### src/rtl/keccak_pkg.sv
// Shared Keccak/SHAKE definitions: lane width, rates, mode encodings,
// the squeeze-store state type and the byte-order helper.
package keccak_pkg;

  localparam int unsigned w             = 64;
  localparam int unsigned RATE_SHAKE128 = 1344;
  localparam int unsigned RATE_SHAKE256 = 1088;

  localparam logic [1:0] SHA3_256_MODE_VEC = 2'b00;
  localparam logic [1:0] SHA3_512_MODE_VEC = 2'b01;
  localparam logic [1:0] SHAKE128_MODE_VEC = 2'b10;
  localparam logic [1:0] SHAKE256_MODE_VEC = 2'b11;

  // Output words per squeezed block (rate / w)
  localparam logic [4:0] WORDS_SHAKE128 = 5'd21;
  localparam logic [4:0] WORDS_SHAKE256 = 5'd17;

  typedef enum logic [1:0] {
    IDLE,
    WAIT_BLOCK,
    DRAIN,
    FINISH
  } store_state_t;

  // Reverse the byte order of one lane
  function automatic logic [w-1:0] EndianSwitcher(input logic [w-1:0] x);
    logic [w-1:0] r;
    r = '0;
    for (int unsigned i = 0; i < w / 8; i++) begin
      r[8*i +: 8] = x[w-8-8*i +: 8];
    end
    return r;
  endfunction

endpackage

### src/rtl/squeeze_store_stage_piso_buffer.sv
// Parallel-in serial-out lane buffer: loads a whole rate block at once and
// shifts it out one WIDTH-bit lane at a time, lane 0 first.
module piso_buffer #(
  parameter int unsigned WIDTH = 64,
  parameter int unsigned DEPTH = 21
) (
  input  logic                   clk,
  input  logic                   rst,
  input  logic                   load_i,
  input  logic                   shift_i,
  input  logic [WIDTH*DEPTH-1:0] data_i,
  output logic [WIDTH-1:0]       word_o
);

  logic [WIDTH*DEPTH-1:0] sreg_q;
  logic [WIDTH*DEPTH-1:0] sreg_d;

  // Next buffer contents: load has priority over shift, vacated lanes fill with zero
  always_comb begin
    sreg_d = sreg_q;
    if (load_i) begin
      sreg_d = data_i;
    end else if (shift_i) begin
      sreg_d = {{WIDTH{1'b0}}, sreg_q[WIDTH*DEPTH-1:WIDTH]};
    end
  end

  // Buffer register with synchronous active-low clear
  always_ff @(posedge clk) begin
    if (!rst) begin
      sreg_q <= '0;
    end else begin
      sreg_q <= sreg_d;
    end
  end

  assign word_o = sreg_q[WIDTH-1:0];

endmodule

### src/rtl/squeeze_store_stage.sv
// Final SHAKE pipeline stage: takes squeezed rate blocks, serialises them into
// byte-swapped W-bit words on a valid/ready stream, counts down the requested
// output length and pulses done_o after the last word.
// Optional: define STORE_BYTE_STROBE_EN to add a per-byte keep_o strobe.
module squeeze_store_stage
  import keccak_pkg::*;
#(
  parameter int unsigned W        = 64,
  parameter int unsigned RATE_MAX = 1344
) (
  input  logic                clk,
  input  logic                rst,
  input  logic                start_i,
  input  logic [1:0]          mode_i,
  input  logic [31:0]         output_size_i,
  input  logic                block_valid_i,
  output logic                block_ready_o,
  input  logic [RATE_MAX-1:0] rate_i,
  output logic                squeeze_req_o,
  output logic [W-1:0]        data_o,
  output logic                valid_o,
  input  logic                ready_i,
  output logic                last_o,
  output logic                busy_o,
`ifdef STORE_BYTE_STROBE_EN
  output logic [W/8-1:0]      keep_o,
`endif
  output logic                done_o
);

  localparam int unsigned DEPTH = RATE_MAX / W;

  store_state_t state_q, state_d;
  logic [1:0]   mode_q, mode_d;
  logic [31:0]  rem_q, rem_d;
  logic [4:0]   idx_q, idx_d;

  logic         piso_load;
  logic         piso_shift;
  logic [W-1:0] piso_word;
  logic [4:0]   depth;
  logic         word_last;
  logic [W/8-1:0] byte_keep;
  logic [W-1:0]   byte_mask;

  piso_buffer #(
    .WIDTH (W),
    .DEPTH (DEPTH)
  ) u_piso (
    .clk     (clk),
    .rst     (rst),
    .load_i  (piso_load),
    .shift_i (piso_shift),
    .data_i  (rate_i),
    .word_o  (piso_word)
  );

  assign depth     = (mode_q == SHAKE256_MODE_VEC) ? WORDS_SHAKE256 : WORDS_SHAKE128;
  assign word_last = (rem_q <= 32'(W));

  // Byte strobe of the current word: byte i is valid when more than i bytes remain
  always_comb begin
    byte_keep = '0;
    byte_mask = '0;
    for (int unsigned i = 0; i < W / 8; i++) begin
      byte_keep[i]         = (rem_q >= 32'((i + 1) * 8));
      byte_mask[8*i +: 8]  = {8{byte_keep[i]}};
    end
  end

  // Output word: swapped lane with unused trailing bytes forced to zero
  always_comb begin
    data_o = '0;
    if (state_q == DRAIN) begin
      data_o = EndianSwitcher(piso_word) & byte_mask;
    end
  end

`ifdef STORE_BYTE_STROBE_EN
  // Strobe is only meaningful while a word is presented
  always_comb begin
    keep_o = '0;
    if (state_q == DRAIN) begin
      keep_o = byte_keep;
    end
  end
`endif

  // Next-state, counter updates and handshake outputs
  always_comb begin
    state_d       = state_q;
    mode_d        = mode_q;
    rem_d         = rem_q;
    idx_d         = idx_q;
    piso_load     = 1'b0;
    piso_shift    = 1'b0;
    block_ready_o = 1'b0;
    squeeze_req_o = 1'b0;
    valid_o       = 1'b0;
    last_o        = 1'b0;
    done_o        = 1'b0;
    busy_o        = (state_q != IDLE);
    case (state_q)
      IDLE: begin
        if (start_i) begin
          mode_d  = mode_i;
          rem_d   = output_size_i;
          idx_d   = '0;
          state_d = (output_size_i == '0) ? FINISH : WAIT_BLOCK;
        end
      end
      WAIT_BLOCK: begin
        block_ready_o = 1'b1;
        squeeze_req_o = 1'b1;
        if (block_valid_i) begin
          piso_load = 1'b1;
          idx_d     = '0;
          state_d   = DRAIN;
        end
      end
      DRAIN: begin
        valid_o = 1'b1;
        last_o  = word_last;
        if (ready_i) begin
          piso_shift = 1'b1;
          idx_d      = idx_q + 5'd1;
          rem_d      = (rem_q > 32'(W)) ? (rem_q - 32'(W)) : '0;
          // Job end wins over block boundary, so an exact multiple never re-requests
          if (word_last) begin
            state_d = FINISH;
          end else if (idx_q == depth - 5'd1) begin
            state_d = WAIT_BLOCK;
          end
        end
      end
      FINISH: begin
        done_o  = 1'b1;
        state_d = IDLE;
      end
      default: begin
        state_d = IDLE;
      end
    endcase
  end

  // State and counter registers with synchronous active-low reset
  always_ff @(posedge clk) begin
    if (!rst) begin
      state_q <= IDLE;
      mode_q  <= '0;
      rem_q   <= '0;
      idx_q   <= '0;
    end else begin
      state_q <= state_d;
      mode_q  <= mode_d;
      rem_q   <= rem_d;
      idx_q   <= idx_d;
    end
  end

endmodule

### config.mk
export PLATFORM = sky130hd
export DESIGN_NAME = squeeze_store_stage
export DESIGN_NICKNAME = d
export VERILOG_FILES = /design/src/rtl/keccak_pkg.sv /design/src/rtl/squeeze_store_stage_piso_buffer.sv /design/src/rtl/squeeze_store_stage.sv
export SDC_FILE = /design/constraint.sdc
export NUM_CORES = 2
export LEC_CHECK = 0
export CAP_MARGIN = 20
export CORE_AREA = 4 4 557 559
export DETAILED_ROUTE_END_ITERATION = 16
export DIE_AREA = 0 0 561 563
export GPL_TIMING_DRIVEN = 0
export PLACE_DENSITY = 0.39
export SETUP_SLACK_MARGIN = 0.2
export SYNTH_ARGS = -nofsm -noshare
export SYNTH_HDL_FRONTEND = slang
export SYNTH_SLANG_ARGS = --single-unit
### constraint.sdc
create_clock -name clk -period 4.63 [get_ports clk]
set_input_delay 0.926 -clock clk [delete_from_list [all_inputs] [get_ports clk]]
set_output_delay 0.926 -clock clk [all_outputs]
set_load 0.03 [all_outputs]
==> impl_metrics.env <==
export IMPL_p_int_uw=31700
export IMPL_relSlewSlack_pct=22.0
export IMPL_worstRegToRegCells=10
export IMPL_crit_path_start_kind="register"
export IMPL_crit_type="reg -> out"
export IMPL_worst_pin_slew_ns=1.17
export IMPL_clockPowerShare_pct=27.0
export IMPL_cts_root_buf="clkbuf_16"
export IMPL_setup_tns_final_ns=0
export IMPL_tritoncts="built"
export IMPL_path_max_fanout=5
export IMPL_final_nets=10800
export IMPL_hold_start="u_piso.sreg_q[1291]"
export IMPL_regToRegSetupSlack_ns=0.36
export IMPL_rows=203
export IMPL_numClockSinks=1385
export IMPL_gp_congestion=0.951
export IMPL_htree_levels=4
export IMPL_fmax_mhz=229
export IMPL_grt_max_degree=14
export IMPL_grt_pass1_wl_um=539000
export IMPL_io_pins=1453
export IMPL_dp_hpwl_um=337000
export IMPL_drc_errors=0
export IMPL_yosysSeqAreaShare_pct=44.3
export IMPL_syn_cell_area_mm2=0.0626
export IMPL_clk_path_buf_depth=4
export IMPL_track_usage_pct=24.1
export IMPL_critPathRequiredTime_ns=3.70
export IMPL_yosys_area_top_type="dfxtp_1"
export IMPL_setup_viol=0
export IMPL_core_area_mm2=0.305
export IMPL_wl_per_cell_um=29.2
export IMPL_synth_avg_cell_area_um2=8.04
export IMPL_finalInstanceArea_mm2=0.0889
export IMPL_yosys_register_bits=1385
export IMPL_die_h_um=563
export IMPL_critPathArrivalTime_ns=3.44
export IMPL_yosys_cell_types_count=55
export IMPL_die_w_um=561
export IMPL_drive_above_1_share_pct=4.89
export IMPL_yosysWarnings=0
export IMPL_switchingPower_uw=21400
export IMPL_synthCells=7779
export IMPL_slew_viol_final=0
export IMPL_clock_skew_ns=0.0704
export IMPL_synth_edf_count=0
export IMPL_routed_via_density=4.91
export IMPL_grt_pass1_vias=66900
export IMPL_place_area_mm2=0.0824
export IMPL_hold_viol=0
export IMPL_hold_path_class="reg -> reg"
export IMPL_hold_depth=2
export IMPL_cts_hold_buf=0
export IMPL_rsz0062_at_grt="true"
export IMPL_synth_fa_ha_area_share_pct=0.0800
export IMPL_async_flop_share_pct=0
export IMPL_gr_total_overflow=0
export IMPL_ir_worst_vdd_v=0.000296
export IMPL_ys_flop_type="dfxtp_1"
export IMPL_synthXorXnorAreaFrac_pct=0.0560
export IMPL_start_util_pct=20.5
export IMPL_cts_buffers=176
export IMPL_startpoint="rem_q[17]"
export IMPL_cellPowerDensity_mw_per_mm2=598
export IMPL_muxShareOfSynthArea_pct=0.0820
export IMPL_period_share_pct=94.3
export IMPL_antenna_found_initial=202
export IMPL_synthSimpleGateAreaFrac_pct=28.3
export IMPL_synthToLayoutAreaGrowth_pct=42.1
export IMPL_die_area_mm2=0.316
export IMPL_synthesis_nets=9166
export IMPL_reg2reg_from="state_q[0]"
export IMPL_power_leakage_uw=0.0433
export IMPL_synth_compound_area_share_pct=22.5
export IMPL_drv_cap=0
export IMPL_firstDrtPassIters=6
export IMPL_post_route_min_period_ns=4.37
export IMPL_port_buffers=1452
export IMPL_yosys_top_cells_area="dfxtp_1 44%, o211a_1 20%, nand2_1 16%"
export IMPL_p_seq_share_pct=36.3
export IMPL_vias=67500
export IMPL_comb_power_share_pct=36.7
export IMPL_swShare_pct=40.3
export IMPL_clk_pin_slew_ns=0.05
export IMPL_clock_latency_ns=0.88
export IMPL_antenna_left=0
export IMPL_fill_cells=33200
export IMPL_crit_path_end_kind="output port"
export IMPL_wl_um=401000
export IMPL_yosysTopAreaCellShare_pct=44.3
export IMPL_synth_top_family_by_area="simple AND/OR/NAND/NOR gates"
export IMPL_drtIter0Drc=6238
export IMPL_synth_common_cells="2629 x nand2_1, 1385 x dfxtp_1, 1318 x nand3_1, 1281 x o211a_1, 746 x clkbuf_1"
export IMPL_synth_most_common_cell="nand2_1"
export IMPL_status="finished clean"
[cell families after synthesis]
logic type,count (synthesis)
simple gates,4158
xor+xnor,4
buf+inv,769
compound gates,1454
mux,5
fa+ha+maj,4
flops,1385
[power groups by stage]
stage | Sequential [µW] | Clock [µW] | Combinational (µW)
6_report | 19300 | 14400 | 19500
2_1_floorplan | 18000 | 0 | 11100
3_3_place_gp | 19300 | 0 | 18900
3_5_place_dp | 19400 | 0 | 19200
5_1_grt | 19600 | 15100 | 21200
4_1_cts | 19200 | 14700 | 19500
[metal layers]
metal  track usage (%)  vias to the layer above  share of wire, %
met5                 0                        -              0.10
met4              7.32                       68               3.1
met3              4.64                      627               6.3
met2              40.5                     2665                47
met1              31.1                    33400                44
li1                  -                    30700                 -
[through the flow]
stage	worst slack [ns]	hold slack [ns]	std cells	total power, µW	utilization, %
after floorplan	1.08	0.450	7779	29100	-
final	0.263	0.478	13800	53100	29.1
after detailed placement	-1.14	0.468	13300	38600	27.0
after global placement	-2.25	0.464	13300	38200	27.0
after global routing	0.109	0.497	13700	55900	29.1
after CTS	0.102	0.476	13700	53300	29.0
[sequential cells by signal, summed over array words and instances (netlist names)]
| register | cells |
|---|---|
| state_q | 2 |
| u_piso.sreg_q | 1344 |
| mode_q | 2 |
| rem_q | 32 |
| idx_q | 5 |
[placed cells by master, fill, tap and decap left out, types with 8 or more instances in the layout]
cell type	instances
a21boi_0	33
a21oi_1	12
a22oi_1	36
a32o_1	14
and2_1	34
and2_4	30
and3_4	8
buf_1	9
buf_2	34
buf_4	18
buf_6	35
bufinv_16	12
clkbuf_1	770
clkbuf_16	180
clkbuf_2	17
clkbuf_8	46
clkdlybuf4s50_1	1387
clkinv_2	24
dfxtp_1	1379
diode_2	76
nand2_1	2626
nand3_1	1318
nand4_1	9
nor2_1	29
nor2b_1	36
nor3_1	15
nor4_1	18
o211a_1	1281
o21ai_0	22
o22ai_1	8
[layout make-up]
type,count,area [µm²],share of cell area (%)
Sequential cell,1385,27700,31.2
Clock inverter,48,618,0.695
Multi-Input combinational cell,5625,32200,36.2
Buffer,761,2920,3.28
Inverter,7,28.8,0.0324
Timing Repair Buffer,1481,14800,16.7
Antenna cell,76,190,0.214
Clock buffer,269,5300,5.96
Tap cell,4100,5130,5.77
[critical path: stages (launching register included)]
cell and delay (ns):
dfxtp_2 0.32, or4_4 0.52, buf_6 0.14, or4_4 0.51, buf_6 0.14, nor3_4 0.14, buf_12 0.14, buf_12 0.12
a21oi_4 0.07, buf_12 0.15, and2_1 0.15, buf_2 0.21
[what timing repair did]
item / CTS / global route
cloned: 1 / 0
setup buffers: 14 / 5
gates resized for setup: 438 / 60
endpoints found under the setup margin: 188 / 57
pin swaps: 29 / 4
[path summary, 6_finish.rpt]
check / end
max: data_o[63]
min: u_piso.sreg_q[1291]
max reg2reg: u_piso.sreg_q[584]
min reg2reg: u_piso.sreg_q[1291]
No activity file was read; power rests on OpenSTA's default activity.
